$ cat config.mk
export PLATFORM = sky130hd
export DESIGN_NAME = uart_tx
export DESIGN_NICKNAME = d
export VERILOG_FILES = /design/src/rtl/uart_pkg.sv /design/src/rtl/uart_baud_tick.sv /design/src/rtl/uart_tx.sv
export SDC_FILE = /design/constraint.sdc
export NUM_CORES = 1
export LEC_CHECK = 0
export CORE_UTILIZATION = 51
export CTS_CLUSTER_DIAMETER = 150
export DETAILED_ROUTE_END_ITERATION = 8
export GPL_ROUTABILITY_DRIVEN = 0
export PLACE_DENSITY = 0.74
export SETUP_SLACK_MARGIN = 0.2
export SLEW_MARGIN = 10
export SYNTH_ARGS = -nofsm -noshare
export SYNTH_HDL_FRONTEND = slang
export SYNTH_SLANG_ARGS = --single-unit
export TNS_END_PERCENT = 1
$ cat constraint.sdc
create_clock -name clk -period 2.05 [get_ports clk]
set_input_delay 0.3075 -clock clk [delete_from_list [all_inputs] [get_ports clk]]
set_output_delay 0.3075 -clock clk [all_outputs]
set_load 0.005 [all_outputs]
$ cat src/rtl/uart_pkg.sv
// Shared UART definitions for the transmit and receive paths: state encoding,
// bit-period calculation and the idle line level.
package uart_pkg;

    typedef enum logic [2:0] {
        IDLE   = 3'd0,
        START  = 3'd1,
        DATA   = 3'd2,
        PARITY = 3'd3,
        STOP   = 3'd4
    } uart_state_e;

    localparam logic UART_IDLE_LEVEL = 1'b1;

    // Clock cycles per line bit, integer-truncated.
    function automatic int unsigned cycles_per_bit(input int unsigned clk_hz,
                                                   input int unsigned bit_rate);
        return clk_hz / bit_rate;
    endfunction

endpackage

$ cat src/rtl/uart_baud_tick.sv
// Bit-period counter: counts 0..CYCLES_PER_BIT-1 and flags the last cycle of
// each bit. A synchronous restart holds the count at zero.
module uart_baud_tick #(
    parameter int unsigned CYCLES_PER_BIT = 5208
) (
    input  logic clk,
    input  logic resetn,
    input  logic restart,
    output logic bit_done_c
);

    localparam int unsigned CNT_W = $clog2(CYCLES_PER_BIT + 1);
    localparam logic [CNT_W-1:0] LAST_CNT = CNT_W'(CYCLES_PER_BIT - 1);

    logic [CNT_W-1:0] cnt_q;
    logic [CNT_W-1:0] cnt_d;

    always_comb begin
        bit_done_c = 1'b0;
        cnt_d      = cnt_q + CNT_W'(1);
        if (restart) begin
            cnt_d = '0;
        end else if (cnt_q == LAST_CNT) begin
            bit_done_c = 1'b1;
            cnt_d      = '0;
        end
    end

    always_ff @(posedge clk or negedge resetn) begin
        if (!resetn) begin
            cnt_q <= '0;
        end else begin
            cnt_q <= cnt_d;
        end
    end

endmodule

$ cat src/rtl/uart_tx.sv
// UART transmitter: one byte per handshake, serialised LSB first as 8N1/8N2.
// Define UART_TX_PARITY_EN to append an even-parity bit before the stop bits.
module uart_tx
    import uart_pkg::*;
#(
    parameter int unsigned BIT_RATE     = 9600,
    parameter int unsigned CLK_HZ       = 50000000,
    parameter int unsigned PAYLOAD_BITS = 8,
    parameter int unsigned STOP_BITS    = 1
) (
    input  logic                    clk,
    input  logic                    resetn,
    output logic                    uart_txd,
    output logic                    uart_tx_busy,
    input  logic                    uart_tx_en,
    input  logic [PAYLOAD_BITS-1:0] uart_tx_data
);

    localparam int unsigned CYCLES_PER_BIT = cycles_per_bit(CLK_HZ, BIT_RATE);
    localparam int unsigned IDX_W          = $clog2(PAYLOAD_BITS + 1);
    localparam logic [IDX_W-1:0] LAST_DATA = IDX_W'(PAYLOAD_BITS - 1);
    localparam logic [IDX_W-1:0] LAST_STOP = IDX_W'(STOP_BITS - 1);

    uart_state_e             state_q, state_d;
    logic [PAYLOAD_BITS-1:0] shift_q, shift_d;
    logic [IDX_W-1:0]        idx_q, idx_d;
    logic                    txd_q, txd_d;
    logic                    busy_q, busy_d;
    logic                    restart_c;
    logic                    bit_done_c;
`ifdef UART_TX_PARITY_EN
    logic                    parity_q, parity_d;
`endif

    // Bit timer is held at zero while idle so START always gets a full bit.
    assign restart_c = (state_q == IDLE);

    uart_baud_tick #(
        .CYCLES_PER_BIT(CYCLES_PER_BIT)
    ) u_baud_tick (
        .clk       (clk),
        .resetn    (resetn),
        .restart   (restart_c),
        .bit_done_c(bit_done_c)
    );

    always_comb begin
        state_d = state_q;
        shift_d = shift_q;
        idx_d   = idx_q;
`ifdef UART_TX_PARITY_EN
        parity_d = parity_q;
`endif
        case (state_q)
            IDLE: begin
                if (uart_tx_en) begin
                    state_d = START;
                    shift_d = uart_tx_data;
                    idx_d   = '0;
`ifdef UART_TX_PARITY_EN
                    parity_d = ^uart_tx_data;
`endif
                end
            end
            START: begin
                if (bit_done_c) state_d = DATA;
            end
            DATA: begin
                if (bit_done_c) begin
                    shift_d = shift_q >> 1;
                    if (idx_q == LAST_DATA) begin
                        idx_d = '0;
`ifdef UART_TX_PARITY_EN
                        state_d = PARITY;
`else
                        state_d = STOP;
`endif
                    end else begin
                        idx_d = idx_q + IDX_W'(1);
                    end
                end
            end
`ifdef UART_TX_PARITY_EN
            PARITY: begin
                if (bit_done_c) state_d = STOP;
            end
`endif
            STOP: begin
                // idx counts stop bits here
                if (bit_done_c) begin
                    if (idx_q == LAST_STOP) begin
                        idx_d   = '0;
                        state_d = IDLE;
                    end else begin
                        idx_d = idx_q + IDX_W'(1);
                    end
                end
            end
            default: state_d = IDLE;
        endcase

        // Line level follows the next state so the registered output moves on bit boundaries.
        txd_d = UART_IDLE_LEVEL;
        case (state_d)
            START:   txd_d = 1'b0;
            DATA:    txd_d = shift_d[0];
`ifdef UART_TX_PARITY_EN
            PARITY:  txd_d = parity_d;
`endif
            default: txd_d = UART_IDLE_LEVEL;
        endcase
        busy_d = (state_d != IDLE);
    end

    always_ff @(posedge clk or negedge resetn) begin
        if (!resetn) begin
            state_q <= IDLE;
            shift_q <= '0;
            idx_q   <= '0;
            txd_q   <= UART_IDLE_LEVEL;
            busy_q  <= 1'b0;
`ifdef UART_TX_PARITY_EN
            parity_q <= 1'b0;
`endif
        end else begin
            state_q <= state_d;
            shift_q <= shift_d;
            idx_q   <= idx_d;
            txd_q   <= txd_d;
            busy_q  <= busy_d;
`ifdef UART_TX_PARITY_EN
            parity_q <= parity_d;
`endif
        end
    end

    assign uart_txd     = txd_q;
    assign uart_tx_busy = busy_q;

endmodule
Word level (Yosys, flattened, before mapping)
Index checks and enable logic that the tools add are counted.

Add/sub/neg operators: 2. Eq/ne operators: 10. Reductions and logical operators: 7. Mux-type cells: 21.

Operators with widths (number): 2-to-1 mux 13 bit (2); 2-to-1 mux 4 bit (5); 2-to-1 mux 3 bit (6); 2-to-1 mux 8 bit (2); case mux 8 bit (2 select lines) (1); adder 13 x 1 -> 13 bit, second input constant (1); == test 13 bit, second input constant (1); case mux 3 bit (4 select lines) (1); case mux 4 bit (3 select lines) (1); == test 3 x 1 -> 1 bit, second input constant (2); == test 3 x 2 -> 1 bit, second input constant (2); inequality test 2 bit, second input constant (3); nonzero test 3 bit (2); adder 4 x 1 -> 4 bit, second input constant (1); == test 4 x 3 -> 1 bit, second input constant (1); zero test 4 bit (1); AND reduction 4 bit (1); == test 3 bit, second input constant (1); zero test 3 bit (1); AND reduction 3 bit (1); 2-to-1 mux 1 bit (2); case mux 1 bit (2 select lines) (1); nonzero test 2 bit (1).

Register bits after elaboration: 30. Bits of input ports: 11.

Depth between registers and ports, before layout
Word-level depth: 7. Depth in mapped cells: 6. Gate-level depth less buffers: 6.

Hierarchy
Synthesis repeated with hierarchy kept, for this count alone.

Cell total of the unflattened synthesis: 157. Area total of the unflattened synthesis: 1604.0 µm².

Modules (own cells, without submodules): uart_tx (instances 1, cells an instance 88, area an instance 922.1 µm²); uart_baud_tick (instances 1, cells an instance 69, area an instance 681.9 µm²).

Least setup slack after synthesis
No wires, ideal clock.

Kind: register -> register. Start: reg u_baud_tick.cnt_q[0]. End: reg shift_q[1]. Arrival time: 1900 ps. Stages on the path, launching flop included: 6. Required time: 1932 ps. Slack: 32 ps. Cell sequence: dfrtp_1 -> ha_1 -> or4bb_1 -> nor4_4 -> nor2_1 -> a21o_1.

Longest elaborated chain between the ends: 5.

Ends and longest elaborated chain: start: declaration (line uart_baud_tick.sv:15) `logic [CNT_W-1:0] cnt_q;`; start signal: assignment (line uart_baud_tick.sv:33) `cnt_q <= cnt_d;`; == test 13 bit (line uart_baud_tick.sv:23) `end else if (cnt_q == LAST_CNT) begin`; 2-to-1 mux 1 bit (line uart_baud_tick.sv:23); 2-to-1 mux 1 bit (line uart_baud_tick.sv:21) `if (restart) begin`; inequality test 2 bit (no source line); AND reduction 3 bit (no source line); end signal: assignment (line uart_tx.sv:127) `shift_q <= shift_d;`; end: declaration (line uart_tx.sv:25) `logic [PAYLOAD_BITS-1:0] shift_q, shift_d;`.

No other way between the ends. A chain may end at the register's enable or synchronous reset.

Final worst setup path
Start: reg u_baud_tick.cnt_q[0]. End: reg txd_q (netlist: uart_txd).

Elaborated cells on any way between the ends: 12. Those cells by class: eq/ne: 3; mux: 9.

RTL lines: == test 13 bit (line uart_baud_tick.sv:23); 2-to-1 mux 1 bit (line uart_baud_tick.sv:23); 2-to-1 mux 1 bit (line uart_baud_tick.sv:21); 2-to-1 mux 8 bit (line uart_tx.sv:69) `if (bit_done_c) begin`; case mux 8 bit (2 select lines) (line uart_tx.sv:54) `case (state_q)`; via shift_d[0] (line uart_tx.sv:25); case mux 1 bit (2 select lines) (line uart_tx.sv:104) `case (state_d)`; via txd_d (line uart_tx.sv:27) `logic txd_q, txd_d;`; end signal: assignment (line uart_tx.sv:129) `txd_q <= txd_d;`; end: declaration (line uart_tx.sv:27).

The timed path passes the listed nets, and every way through them passes these cells. The select of a mux whose other input is x is not followed.

==> qor.csv <==
stage,metric,value,unit
cts,cts_tree,built,
detailed_routing,dr_total_vias,1286,
floorplan,rows,19,
cts,htree_levels,2,
sta,layout_min_cycle_time,1878,ps
cts,cts_hold_buf,0,
final_layout,drive_gt1_share,19.68,%
floorplan,start_util,55.20,%
detailed_routing,drt_iter0_drc,41,
synthesis,synthCells,153,
hold_path,hp-class,input pin to async pin,
floorplan,ioPinCount,13,
power,cellPowerDensity,767.2,nW/µm²
global_routing,grt-ovfl-total,0,
global_routing,grt_pass1_wl,5361,µm
synthesis,synth_cell_types,39,
sta,timing.fmax,532.5,MHz
detailed_routing,via_per_inst,5.872,
synthesis,ys_async_sr_fraction,100.0,%
floorplan,die_y,57.34,µm
cts,clkSinkCount,30,
global_routing,antenna_found_initial,0,
cts,root_buffer,clkbuf_4,
power,leakage,0.8787,nW
synthesis,synth_edf_count,0,
sta,hold_ws,360.9,ps
final_layout,nets,201,
sta,finalSetupTns,0,ps
final_layout,diodes,0,
floorplan,die_x,57.34,µm
synthesis,synth_area_leaders,"dfrtp_1 (46%), nor2_1 (4.8%), xnor2_1 (4.5%)",
synthesis,avgSynthCellArea,10.21,µm²
cts,clkLatencyLatePin,330,ps
synthesis,ys_ff_latch,30,
flow_run,maxCapViolCount,0,
synthesis,yosysMostFrequentCell,dfrtp_1,
final_layout,post-route-util,68.51,%
synthesis,ys_seq_area_share,48.16,%
global_routing,grt_max_degree,31,
placement,port_buffers,12,
final_layout,syn2layout_area_growth,24.12,%
floorplan,core-area,2829,µm²
synthesis,yosysTopAreaCellShare,46.47,%
sta,tightest_slew,383.2,ps
critical_path,crit_required,2330,ps
critical_path,crit_fanout,5,
synthesis,synth_commonest_cells,"dfrtp_1 (29), nor2_1 (20), inv_1 (9)",
sta,rsz0062_at_grt,yes,
sta,fin_ws,171.9,ps
synthesis,synth_warnings,0,
critical_path,start_kind,flip-flop,
power,max-vdd-ir-drop,727.3,µV
global_routing,grt_usage,21.55,%
sta,slew_headroom,74.11,%
cts,clockBufferDepth,2,
placement,dpl.hpwl,2209,µm
cts,clk_pin_slew_worst_paths,100,ps
floorplan,dieArea,3287,µm²
global_routing,grt_pass1_vias,1201,
detailed_routing,ant_nets,0,
cts,numCtsBuffers,5,
sta,slew_viol_final,0,
synthesis,synth_area,1561,µm²
sta,clock_skew,11.86,ps
sta,setup_viol,0,
sta,hold_violations,0,
synthesis,yosysTopAreaCell,dfrtp_1,
run_status,outcome,completed,
detailed_routing,drcViolationCount,0,
placement,dp_slack,105.4,ps
critical_path,critical_path_class,flip-flop to flip-flop,
detailed_routing,firstDrtPassIters,4,
critical_path,critPathCaptureType,flip-flop,
synthesis,synth_fp_nets,167,
sta,finalCritPeriodShare,91.61,%
detailed_routing,drt-total-wl,3129,µm
detailed_routing,drt-wirelength-per-cell,14.29,µm
synthesis,synth-main-ff-cell,dfrtp_1,
critical_path,cp.arrival,2160,ps
-- metal layers --
layer  vias to the layer above  track usage, %  routed length [µm]
met2                        29           34.12                1527
met5                         -               0                   0
met3                        11           6.803                 122
li1                        621               -                   -
met1                       625           27.30                1399
met4                         0           9.408                  80
-- critical path, stage by stage (launching register included) --
cell     delay (ps)
dfrtp_1         410
ha_4            150
or4bb_4         470
nor4_4          270
buf_4           180
mux2i_2         220
o21a_1          130
-- cells in the final DEF, fill, tap and decap left out, types with 4 or more instances in the layout --
| cell type | instances |
|---|---|
| buf_4 | 17 |
| a21o_1 | 7 |
| inv_1 | 9 |
| dfrtp_1 | 28 |
| nand4_1 | 4 |
| a22o_1 | 7 |
| nand2_1 | 4 |
| clkdlybuf4s50_1 | 12 |
| nor2_1 | 19 |
| nand3_1 | 8 |
| xnor2_1 | 8 |
| clkbuf_4 | 5 |
| a21oi_1 | 5 |
| o21ai_0 | 4 |
| nor3_1 | 4 |
-- cell families after synthesis --
group           Yosys count  share of synthesized area, %
simple gates             61                         23.16
compound gates           33                         15.31
xor+xnor                 11                         6.170
buf+inv                  12                         2.884
fa+ha+maj                 3                         2.404
flops                    30                         48.16
mux                       3                         1.923
-- what timing repair did --
action                     CTS  global route
pin swaps                    1             3
gates resized for setup      0             3
setup endpoints to repair    9            10
setup buffers                2             3
-- registers in the layout, indices dropped and copies added (netlist names) --
signal / flops
uart_txd: 1
idx_q: 4
u_baud_tick.cnt_q: 13
uart_tx_busy: 1
state_q: 3
shift_q: 8
-- area by class of cell --
class | instances | area, µm²
clock buffer | 7 | 55.05
clock inverter | 1 | 5.005
fill | 215 | 890.9
inverter | 9 | 33.78
multi-input combinational | 111 | 793.3
sequential | 30 | 753.2
tap | 31 | 38.79
timing repair buffer | 30 | 259.0
-- stage by stage --
| step | cell area [µm²] | power [mW] | std cells |
|---|---|---|---|
| 2_1_floorplan | 1580 | 0.9615 | 153 |
| 3_3_place_gp | 1832 | 1.090 | 206 |
| 3_5_place_dp | 1832 | 1.108 | 206 |
| 4_1_cts | 1907 | 1.479 | 216 |
| 5_1_grt | 1938 | 1.587 | 219 |
| 6_report | 1938 | 1.487 | 219 |
-- path summary, 6_finish.rpt --
check,from,to,slack [ps],cells past startpoint
worst max-delay path,u_baud_tick.cnt_q[0],uart_txd,170,6
worst min-delay path,resetn,state_q[2],360,2
worst max register to register,u_baud_tick.cnt_q[0],uart_txd,170,6
worst min register to register,shift_q[3],shift_q[3],480,1
max in group asynchronous,resetn,uart_txd,1380,2
min in group clk,shift_q[3],shift_q[3],480,1
-- report_power, final --
group | total [mW] | switching (mW) | internal [mW]
sequential | 0.770 | 0.0886 | 0.682
clock | 0.369 | 0.203 | 0.166
combinational | 0.347 | 0.152 | 0.195
Power figures use the tool's default switching activity.
